**config.mk**
```make
export PLATFORM = sky130hd
export DESIGN_NAME = hdmi_video_timing_gen_flat
export DESIGN_NICKNAME = d
export VERILOG_FILES = /design/src/rtl/hdmi_video_timing_gen_pkg.sv /design/src/rtl/hdmi_video_timing_gen_if.sv /design/src/rtl/hdmi_sig_delay.sv /design/src/rtl/hdmi_video_timing_gen.sv /design/src/flat_wrapper.sv
export SDC_FILE = /design/constraint.sdc
export NUM_CORES = 1
export LEC_CHECK = 0
export CORE_MARGIN = 2
export CORE_UTILIZATION = 30
export DETAILED_ROUTE_END_ITERATION = 10
export SLEW_MARGIN = 40
export SYNTH_ARGS = -nofsm -noshare
export SYNTH_HDL_FRONTEND = slang
export SYNTH_SLANG_ARGS = --single-unit
```
**constraint.sdc**
```tcl
create_clock -name clk -period 6.2 [get_ports clk]
set_input_delay 0.62 -clock clk [delete_from_list [all_inputs] [get_ports clk]]
set_output_delay 0.62 -clock clk [all_outputs]
set_load 0.1 [all_outputs]
```
**src/rtl/hdmi_video_timing_gen_pkg.sv**
```systemverilog
// Shared constants and types for the HDMI raster timing generator.
// Presets, polarity levels and the delayed-signal bundle.
package hdmi_timing_pkg;

   localparam int CW_DEF = 12;

   localparam bit POL_LOW  = 1'b0;
   localparam bit POL_HIGH = 1'b1;

   localparam int VGA_H_ACTIVE = 640;
   localparam int VGA_H_FP     = 16;
   localparam int VGA_H_SYNC   = 96;
   localparam int VGA_H_BP     = 48;
   localparam int VGA_V_ACTIVE = 480;
   localparam int VGA_V_FP     = 10;
   localparam int VGA_V_SYNC   = 2;
   localparam int VGA_V_BP     = 33;
   localparam bit VGA_HS_POL   = POL_LOW;
   localparam bit VGA_VS_POL   = POL_LOW;

   localparam int HD720_H_ACTIVE = 1280;
   localparam int HD720_H_FP     = 110;
   localparam int HD720_H_SYNC   = 40;
   localparam int HD720_H_BP     = 220;
   localparam int HD720_V_ACTIVE = 720;
   localparam int HD720_V_FP     = 5;
   localparam int HD720_V_SYNC   = 5;
   localparam int HD720_V_BP     = 20;
   localparam bit HD720_HS_POL   = POL_HIGH;
   localparam bit HD720_VS_POL   = POL_HIGH;

   typedef struct packed {
      logic       frame_start;
      logic       line_start;
      logic [1:0] ctrl;
      logic       de;
   } vid_sig_t;

   localparam int VID_SIG_W = $bits(vid_sig_t);

   function automatic int line_total(
      input int act,
      input int fp,
      input int sync,
      input int bp
   );
      return act + fp + sync + bp;
   endfunction

   function automatic logic [1:0] ctrl_enc(
      input logic vs,
      input logic hs,
      input logic vs_pol,
      input logic hs_pol
   );
      return {vs ? vs_pol : ~vs_pol,
              hs ? hs_pol : ~hs_pol};
   endfunction

endpackage

```
**src/rtl/hdmi_video_timing_gen_if.sv**
```systemverilog
// Video timing bundle from the raster generator to the
// pixel source (requests) and TMDS encoders (de/ctrl).
interface hdmi_video_timing_gen_if
   import hdmi_timing_pkg::*;
#(
   parameter int CW = CW_DEF
) ();

   logic          de_req;
   logic [CW-1:0] x_req;
   logic [CW-1:0] y_req;
   logic          de;
   logic [1:0]    ctrl;
   logic          line_start;
   logic          frame_start;

   modport master (
      output de_req,
      output x_req,
      output y_req,
      output de,
      output ctrl,
      output line_start,
      output frame_start
   );

   modport slave (
      input de_req,
      input x_req,
      input y_req,
      input de,
      input ctrl,
      input line_start,
      input frame_start
   );

endinterface

```
**src/rtl/hdmi_sig_delay.sv**
```systemverilog
// DEPTH x WIDTH shift pipe; async reset and sync flush both
// load every stage with RST_VAL.
module hdmi_sig_delay #(
   parameter int DEPTH = 1,
   parameter int WIDTH = 1,
   parameter logic [WIDTH-1:0] RST_VAL = '0
) (
   input  logic             clk,
   input  logic             rst_n,
   input  logic             flush_i,
   input  logic [WIDTH-1:0] d_i,
   output logic [WIDTH-1:0] q_o
);

   if (DEPTH < 1) begin : g_bad_depth
      $error("hdmi_sig_delay: DEPTH must be >= 1");
   end

   logic [WIDTH-1:0] pipe_q [DEPTH];

   always_ff @(posedge clk or negedge rst_n) begin
      if (!rst_n) begin
         for (int i = 0; i < DEPTH; i++) begin
            pipe_q[i] <= RST_VAL;
         end
      end else if (flush_i) begin
         for (int i = 0; i < DEPTH; i++) begin
            pipe_q[i] <= RST_VAL;
         end
      end else begin
         pipe_q[0] <= d_i;
         for (int i = 1; i < DEPTH; i++) begin
            pipe_q[i] <= pipe_q[i-1];
         end
      end
   end

   assign q_o = pipe_q[DEPTH-1];

endmodule

```
**src/rtl/hdmi_video_timing_gen.sv**
```systemverilog
// Raster counters, sync/active decode and request registers;
// encoder-side signals trail the requests by PIX_LEAD clocks.
module hdmi_video_timing_gen
   import hdmi_timing_pkg::*;
#(
   parameter int H_ACTIVE = VGA_H_ACTIVE,
   parameter int H_FP     = VGA_H_FP,
   parameter int H_SYNC   = VGA_H_SYNC,
   parameter int H_BP     = VGA_H_BP,
   parameter int V_ACTIVE = VGA_V_ACTIVE,
   parameter int V_FP     = VGA_V_FP,
   parameter int V_SYNC   = VGA_V_SYNC,
   parameter int V_BP     = VGA_V_BP,
   parameter bit HS_POL   = VGA_HS_POL,
   parameter bit VS_POL   = VGA_VS_POL,
   parameter int PIX_LEAD = 1,
   parameter int CW       = CW_DEF
) (
   input  logic clk,
   input  logic Reset_n,
   input  logic en,
   hdmi_video_timing_gen_if.master vid
);

   localparam int H_TOTAL =
      line_total(H_ACTIVE, H_FP, H_SYNC, H_BP);
   localparam int V_TOTAL =
      line_total(V_ACTIVE, V_FP, V_SYNC, V_BP);

   if (H_TOTAL > (1 << CW) || V_TOTAL > (1 << CW))
   begin : g_bad_total
      $error("raster total does not fit in CW bits");
   end
   if (PIX_LEAD < 0 || PIX_LEAD > 4) begin : g_bad_lead
      $error("PIX_LEAD must be 0..4");
   end

   localparam logic [CW-1:0] H_LAST = CW'(H_TOTAL - 1);
   localparam logic [CW-1:0] V_LAST = CW'(V_TOTAL - 1);

   // One extra bit so sync-end bounds equal to 2**CW stay exact
   localparam logic [CW:0] H_ACT_E = (CW+1)'(H_ACTIVE);
   localparam logic [CW:0] HS_BEG  = (CW+1)'(H_ACTIVE + H_FP);
   localparam logic [CW:0] HS_END  =
      (CW+1)'(H_ACTIVE + H_FP + H_SYNC);
   localparam logic [CW:0] V_ACT_E = (CW+1)'(V_ACTIVE);
   localparam logic [CW:0] VS_BEG  = (CW+1)'(V_ACTIVE + V_FP);
   localparam logic [CW:0] VS_END  =
      (CW+1)'(V_ACTIVE + V_FP + V_SYNC);

   localparam vid_sig_t IDLE_SIG = '{
      frame_start: 1'b0,
      line_start:  1'b0,
      ctrl:        {~VS_POL, ~HS_POL},
      de:          1'b0
   };

   logic [CW-1:0] hcnt_q, hcnt_d;
   logic [CW-1:0] vcnt_q, vcnt_d;
   logic [CW:0]   hx, vx;
   logic          h_last, v_last;
   logic          act, hs, vs;

   logic          de_req_q, de_req_d;
   logic [CW-1:0] x_req_q, x_req_d;
   logic [CW-1:0] y_req_q, y_req_d;
   vid_sig_t      sig_q, sig_d, sig_o;

   always_comb begin
      h_last = (hcnt_q == H_LAST);
      v_last = (vcnt_q == V_LAST);
      hcnt_d = hcnt_q + 1'b1;
      vcnt_d = vcnt_q;
      if (h_last) begin
         hcnt_d = '0;
         vcnt_d = v_last ? '0 : vcnt_q + 1'b1;
      end
      if (!en) begin
         hcnt_d = '0;
         vcnt_d = '0;
      end
   end

   always_comb begin
      hx  = {1'b0, hcnt_q};
      vx  = {1'b0, vcnt_q};
      act = (hx < H_ACT_E) && (vx < V_ACT_E);
      hs  = (hx >= HS_BEG) && (hx < HS_END);
      vs  = (vx >= VS_BEG) && (vx < VS_END);
   end

   always_comb begin
      de_req_d = en & act;
      x_req_d  = de_req_d ? hcnt_q : '0;
      y_req_d  = de_req_d ? vcnt_q : '0;
      sig_d    = IDLE_SIG;
      if (en) begin
         sig_d.de          = act;
         sig_d.ctrl        = ctrl_enc(vs, hs, VS_POL, HS_POL);
         sig_d.line_start  = (hcnt_q == '0);
         sig_d.frame_start = (hcnt_q == '0) && (vcnt_q == '0);
      end
   end

   always_ff @(posedge clk or negedge Reset_n) begin
      if (!Reset_n) begin
         hcnt_q   <= '0;
         vcnt_q   <= '0;
         de_req_q <= 1'b0;
         x_req_q  <= '0;
         y_req_q  <= '0;
         sig_q    <= IDLE_SIG;
      end else begin
         hcnt_q   <= hcnt_d;
         vcnt_q   <= vcnt_d;
         de_req_q <= de_req_d;
         x_req_q  <= x_req_d;
         y_req_q  <= y_req_d;
         sig_q    <= sig_d;
      end
   end

   if (PIX_LEAD == 0) begin : g_nolead
      assign sig_o = sig_q;
   end else begin : g_lead
      hdmi_sig_delay #(
         .DEPTH   (PIX_LEAD),
         .WIDTH   (VID_SIG_W),
         .RST_VAL (IDLE_SIG)
      ) u_dly (
         .clk     (clk),
         .rst_n   (Reset_n),
         .flush_i (~en),
         .d_i     (sig_q),
         .q_o     (sig_o)
      );
   end

   assign vid.de_req      = de_req_q;
   assign vid.x_req       = x_req_q;
   assign vid.y_req       = y_req_q;
   assign vid.de          = sig_o.de;
   assign vid.ctrl        = sig_o.ctrl;
   assign vid.line_start  = sig_o.line_start;
   assign vid.frame_start = sig_o.frame_start;

endmodule

```
**src/flat_wrapper.sv**
```systemverilog
// flat-port wrapper written by rule: the top's interface ports become plain ports
module hdmi_video_timing_gen_flat import hdmi_timing_pkg::*;
#(
   parameter int H_ACTIVE = VGA_H_ACTIVE,
   parameter int H_FP     = VGA_H_FP,
   parameter int H_SYNC   = VGA_H_SYNC,
   parameter int H_BP     = VGA_H_BP,
   parameter int V_ACTIVE = VGA_V_ACTIVE,
   parameter int V_FP     = VGA_V_FP,
   parameter int V_SYNC   = VGA_V_SYNC,
   parameter int V_BP     = VGA_V_BP,
   parameter bit HS_POL   = VGA_HS_POL,
   parameter bit VS_POL   = VGA_VS_POL,
   parameter int PIX_LEAD = 1,
   parameter int CW       = CW_DEF
)
  (clk, Reset_n, en, vid_de_req, vid_x_req, vid_y_req, vid_de, vid_ctrl, vid_line_start, vid_frame_start);
  hdmi_video_timing_gen_if #(.CW(CW)) vid_i ();
  input  logic clk;
  input  logic Reset_n;
  input  logic en;
  output wire logic [$bits(vid_i.de_req)-1:0] vid_de_req;
  output wire logic [$bits(vid_i.x_req)-1:0] vid_x_req;
  output wire logic [$bits(vid_i.y_req)-1:0] vid_y_req;
  output wire logic [$bits(vid_i.de)-1:0] vid_de;
  output wire logic [$bits(vid_i.ctrl)-1:0] vid_ctrl;
  output wire logic [$bits(vid_i.line_start)-1:0] vid_line_start;
  output wire logic [$bits(vid_i.frame_start)-1:0] vid_frame_start;
  assign vid_de_req = vid_i.de_req;
  assign vid_x_req = vid_i.x_req;
  assign vid_y_req = vid_i.y_req;
  assign vid_de = vid_i.de;
  assign vid_ctrl = vid_i.ctrl;
  assign vid_line_start = vid_i.line_start;
  assign vid_frame_start = vid_i.frame_start;
  hdmi_video_timing_gen #(.H_ACTIVE(H_ACTIVE), .H_FP(H_FP), .H_SYNC(H_SYNC), .H_BP(H_BP), .V_ACTIVE(V_ACTIVE), .V_FP(V_FP), .V_SYNC(V_SYNC), .V_BP(V_BP), .HS_POL(HS_POL), .VS_POL(VS_POL), .PIX_LEAD(PIX_LEAD), .CW(CW)) u_core (.clk(clk), .Reset_n(Reset_n), .en(en), .vid(vid_i));
endmodule
```
* Yosys cells after proc, flatten, opt, wreduce, memory -nomap -nowiden *
Index checks and enable logic that the tools add are counted.

storage, ports and cells
  register bits = 59
  bits of input ports = 3
  output and inout bits = 30

cells by class
  add/sub/neg operators = 2
  order comparisons = 6
  equal/unequal tests = 3
  mux-type cells = 11
  bitwise operators = 1
  reductions and logical operators = 6

operators with widths
  cell                                                   number
  2-to-1 mux 12 bit                                      7
  adder 12 x 1 -> 12 bit, second input constant          2
  equality test 12 x 10 -> 1 bit, second input constant  2
  zero test 12 bit                                       2
  < comparator 12 x 10 -> 1 bit, second input constant   2
  < comparator 12 x 9 -> 1 bit, second input constant    2
  >= comparator 12 x 10 -> 1 bit, second input constant  1
  >= comparator 12 x 9 -> 1 bit, second input constant   1
  2-to-1 mux 5 bit                                       2
  logical AND 1 bit                                      4
  2-to-1 mux 1 bit                                       2
  inequality test 2 x 1 -> 1 bit, second input constant  1
  AND 1 bit                                              1

* Depth between registers and ports, before layout *
  depth after elaboration = 4
  depth in mapped cells = 7
  gate-level depth less buffers = 6

* By module *
Synthesis repeated with hierarchy kept, for this count alone.

unflattened totals
  cell total of the unflattened synthesis = 229
  area, all modules = 2,531.2 um2

by module, submodules not included
  module                 instances  cells an instance  area an instance (um2)  seq. area each (um2)
  hdmi_video_timing_gen  1          219                2,364.8                 1,328.8
  hdmi_sig_delay         1          10                 166.4                   127.6

* Least setup slack after synthesis *
OpenSTA, ideal clock, no wires.

  path kind = input -> register
  start point = input port en
  end point = register u_core.vcnt_q[10]
  setup time = 0.065 ns
  arrival = 2.027 ns
  path slack = 4.108 ns
  cell stages on the path = 5
  cell sequence = or3b_1 or4b_1 buf_2 o311ai_2 o21a_1

between the ends
  cells in the longest elaborated chain, start to end = 1
  elaborated cells on any way between the ends = 2

ends and longest elaborated chain
  item                                                                                  RTL line                      RTL
  start: declaration                                                                    flat_wrapper.sv:21            input logic en;
  inequality test 2 x 1 -> 1 bit (no source line) or 2-to-1 mux 12 bit (tied branches)  n/a
  end signal: assignment                                                                hdmi_video_timing_gen.sv:115  vcnt_q <= vcnt_d;
  end: declaration                                                                      hdmi_video_timing_gen.sv:59   logic [CW-1:0] vcnt_q, vcnt_d;

Several ways; a longest one is shown, not always the timed one.
A chain may end at the register's enable or synchronous reset.

* Worst setup path in the final report *
  start point = input port en
  end point = register u_core.vcnt_q[11]

The elaborated chain is that of the path after synthesis.

==> flow_summary_export.csv <==
group,metric,value,unit
routing,drt_iter0_markers,99,
final_layout,final_nets,270,
die,dieArea,9030,µm²
die,rows,33,
die,die_width,95.0,µm
grt,grt_pass1_vias,1622,
pwr,power.density,292,nW/µm²
worst_setup_path,critical_path.cell_chain,"clkdlybuf4s50_1, or3b_1, or4b_1, o31ai_1, a22o_1",
final_layout,final_cell_mix,"54 x dfrtp_1, 31 x buf_2, 23 x and2_1",
yosys,synth_seq_cells,58,
yosys,synth-async-reset-ratio,100,%
yosys,synth_edf_count,0,
routing,antenna_left,0,
cts,ctsLongestPathBuffers,2,
sta,finalWorstSetupSlack,3.63,ns
worst_setup_path,reg2reg_to,"u_core.vcnt_q[6]",
cts,htreeDepth,3,
sta,rsz0062_at_grt,"no",
placement,io_buffers,32,
worst_setup_path,path_delay_family,"simple AND/OR/NAND/NOR gates",
worst_setup_path,cp_num_buf_inv,1,
routing,routed_wirelength,4.80,mm
grt,antenna_found_initial,0,
sta,max_slew.worst_pin.slew,0.584,ns
yosys,ys.warnings.count,0,
sta,period_minus_slack,2.57,ns
cts,cts_hold_buf,0,
sta,finalMaxSlewViolations,0,
worst_setup_path,crit_path_end_kind,"flip-flop",
flow_run,drv_cap,0,
final_layout,syn2layout_area_growth,22.1,%
die,core-area,8130,µm²
routing,post_drt_wl_per_cell,12.9,µm
grt,grt_usage,11.8,%
yosys,yosys.area.top_type,"dfrtp_1",
final_layout,fin_cells,373,
yosys,syn-instance-count,227,
sta,hold_viol_final,0,
sta,fin_skew,0.0109,ns
cts,cts_resized,0,
grt,grt_pass1_wl,7.92,mm
placement,dp_cells,356,
sta,finalSetupViolations,0,
worst_setup_path,cp_slowest_stage_delay,0.70,ns
cts,cts_buffers,9,
worst_hold_path,hold_path_class,"in2async",
worst_setup_path,crit_type,"in2reg",
final_layout,final_core_utilization,37.3,%
sta,slew_headroom,61.1,%
yosys,syn_area,2490,µm²
sta,fmax,389,MHz
worst_setup_path,crit_required,6.47,ns
cts,cts_tree,"built",
worst_setup_path,critical_path_arrival,2.84,ns
worst_setup_path,r2r-start,"u_core.hcnt_q[7]",
routing,vias_per_cell,4.70,
yosys,synth_top_cell_area_share,54.4,%
run_status,status,"completed",
worst_setup_path,critPathLaunchType,"input port",
placement,place_ws,3.28,ns
yosys,ys_types,38,
die,initial_core_util,30.6,%
grt,grt-ovfl-total,0,
final_layout,final_common_cell,"dfrtp_1",
sta,tns,0,ns
worst_setup_path,rrSetupSlack,3.77,ns
pwr,ir_worst_vdd,0.000112,V
sta,fin_crit_sh,41.5,%
yosys,synthTopCellsByArea,"dfrtp_1 54%, and2_1 5.8%, dfstp_2 4.2%, nor2_1 3.2%, a22o_1 2.5%",
routing,num_vias,1752,
die,die_height,95.0,µm
worst_setup_path,crit_path_max_fanout,10,
cts,root_buffer,"clkbuf_8",
cts,clkTransAtPathRegs,0.06,ns
grt,grt_max_degree,59,
cts,cts_setup_buffers,0,
placement,gp_congestion,0.792,
worst_setup_path,reg2reg_depth,5,
yosys,ys_seq_area_share,58.6,%
final_layout,drive_gt1_share,20.9,%
pwr,leakagePower,1.44,nW
routing,firstDrtPassIters,4,
cts,cts_sinks,58,
final_layout,nFillCells,803,
yosys,avgSynthCellArea,11.0,µm²
routing,drcViolationCount,0,
final_layout,diodes,0,
yosys,synth_ff_type,"dfrtp_1",
die,io_pins,33,
placement,dpl.hpwl,3.08,mm
worst_setup_path,critical_path.slowest_cell,"or4b_1",
cts,clock_latency,0.34,ns
cell usage after synthesis, types with 4 or more instances:
master and n:
a22o_1 7, and2_1 23, clkbuf_1 12, dfrtp_1 54, dfstp_2 4, ha_1 4, inv_1 11, nand2_1 5
nand3_1 8, nand4_1 6, nor2_1 21, nor2b_1 4, nor3_1 9, nor4_1 7, o21ai_0 7, xnor2_1 7
power by group:
part	internal [mW]	switching (mW)	total, mW	leakage [nW]
clock	0.289	0.146	0.435	0.123
sequential	0.386	0.00345	0.389	0.775
combinational	0.0114	0.0510	0.0624	0.541
total	0.686	0.200	0.886	1.44
stage by stage:
step	power, mW	cell area (µm²)	hold WS (ns)
2_1_floorplan	0.439	2500	0.324
3_3_place_gp	0.461	2910	0.441
3_5_place_dp	0.458	2760	0.450
4_1_cts	0.898	3020	0.446
5_1_grt	0.919	3040	0.214
6_report	0.886	3040	0.216
kinds of logic after synthesis:
family / Yosys count / synth area share (%)
buf+inv: 25 / 3.88
other cells: 1 / 0.151
xor+xnor: 9 / 3.17
simple gates: 103 / 23.7
flops: 58 / 58.6
compound gates: 27 / 8.50
fa+ha+maj: 4 / 2.01
worst max-delay path by stage:
stage / from / to / slack [ns] / cells after the start
global route: en / u_core.vcnt_q[10] / 3.51 / 5
floorplan: en / u_core.vcnt_q[10] / 4.11 / 5
detailed placement: en / u_core.vcnt_q[8] / 3.28 / 5
finish: en / u_core.vcnt_q[11] / 3.63 / 5
CTS: en / u_core.vcnt_q[8] / 3.64 / 5
global placement: en / u_core.vcnt_q[10] / 3.28 / 5
state kept, by name, summed over array words and instances, names as in the netlist:
| signal | flops |
|---|---|
| u_core.vid.x_req | 12 |
| u_core.vid.de_req | 1 |
| u_core.g_lead.u_dly.q_o | 5 |
| u_core.sig_q | 4 |
| u_core.vid.y_req | 12 |
| u_core.hcnt_q | 12 |
| u_core.vcnt_q | 12 |
cell type report:
cell class              instances  area, µm²  share of cell area, %
inverters                      11       41.3                   1.36
flip-flops and latches         58       1460                   48.0
multi-input cells             148        953                   31.4
clock inverters                 4       97.6                   3.22
well taps                     105        131                   4.33
clock buffers                  12        155                   5.11
repair buffers                 35        200                   6.60
routing by layer:
| layer | up-vias | GRT usage [%] | share of wire, % |
|---|---|---|---|
| met3 | 7 | 3.72 | 5.3 |
| met5 | - | 0 | 0 |
| met2 | 45 | 17.2 | 46 |
| li1 | 849 | - | - |
| met1 | 851 | 15.1 | 47 |
| met4 | 0 | 7.97 | 1.8 |
Power figures use the tool's default switching activity.
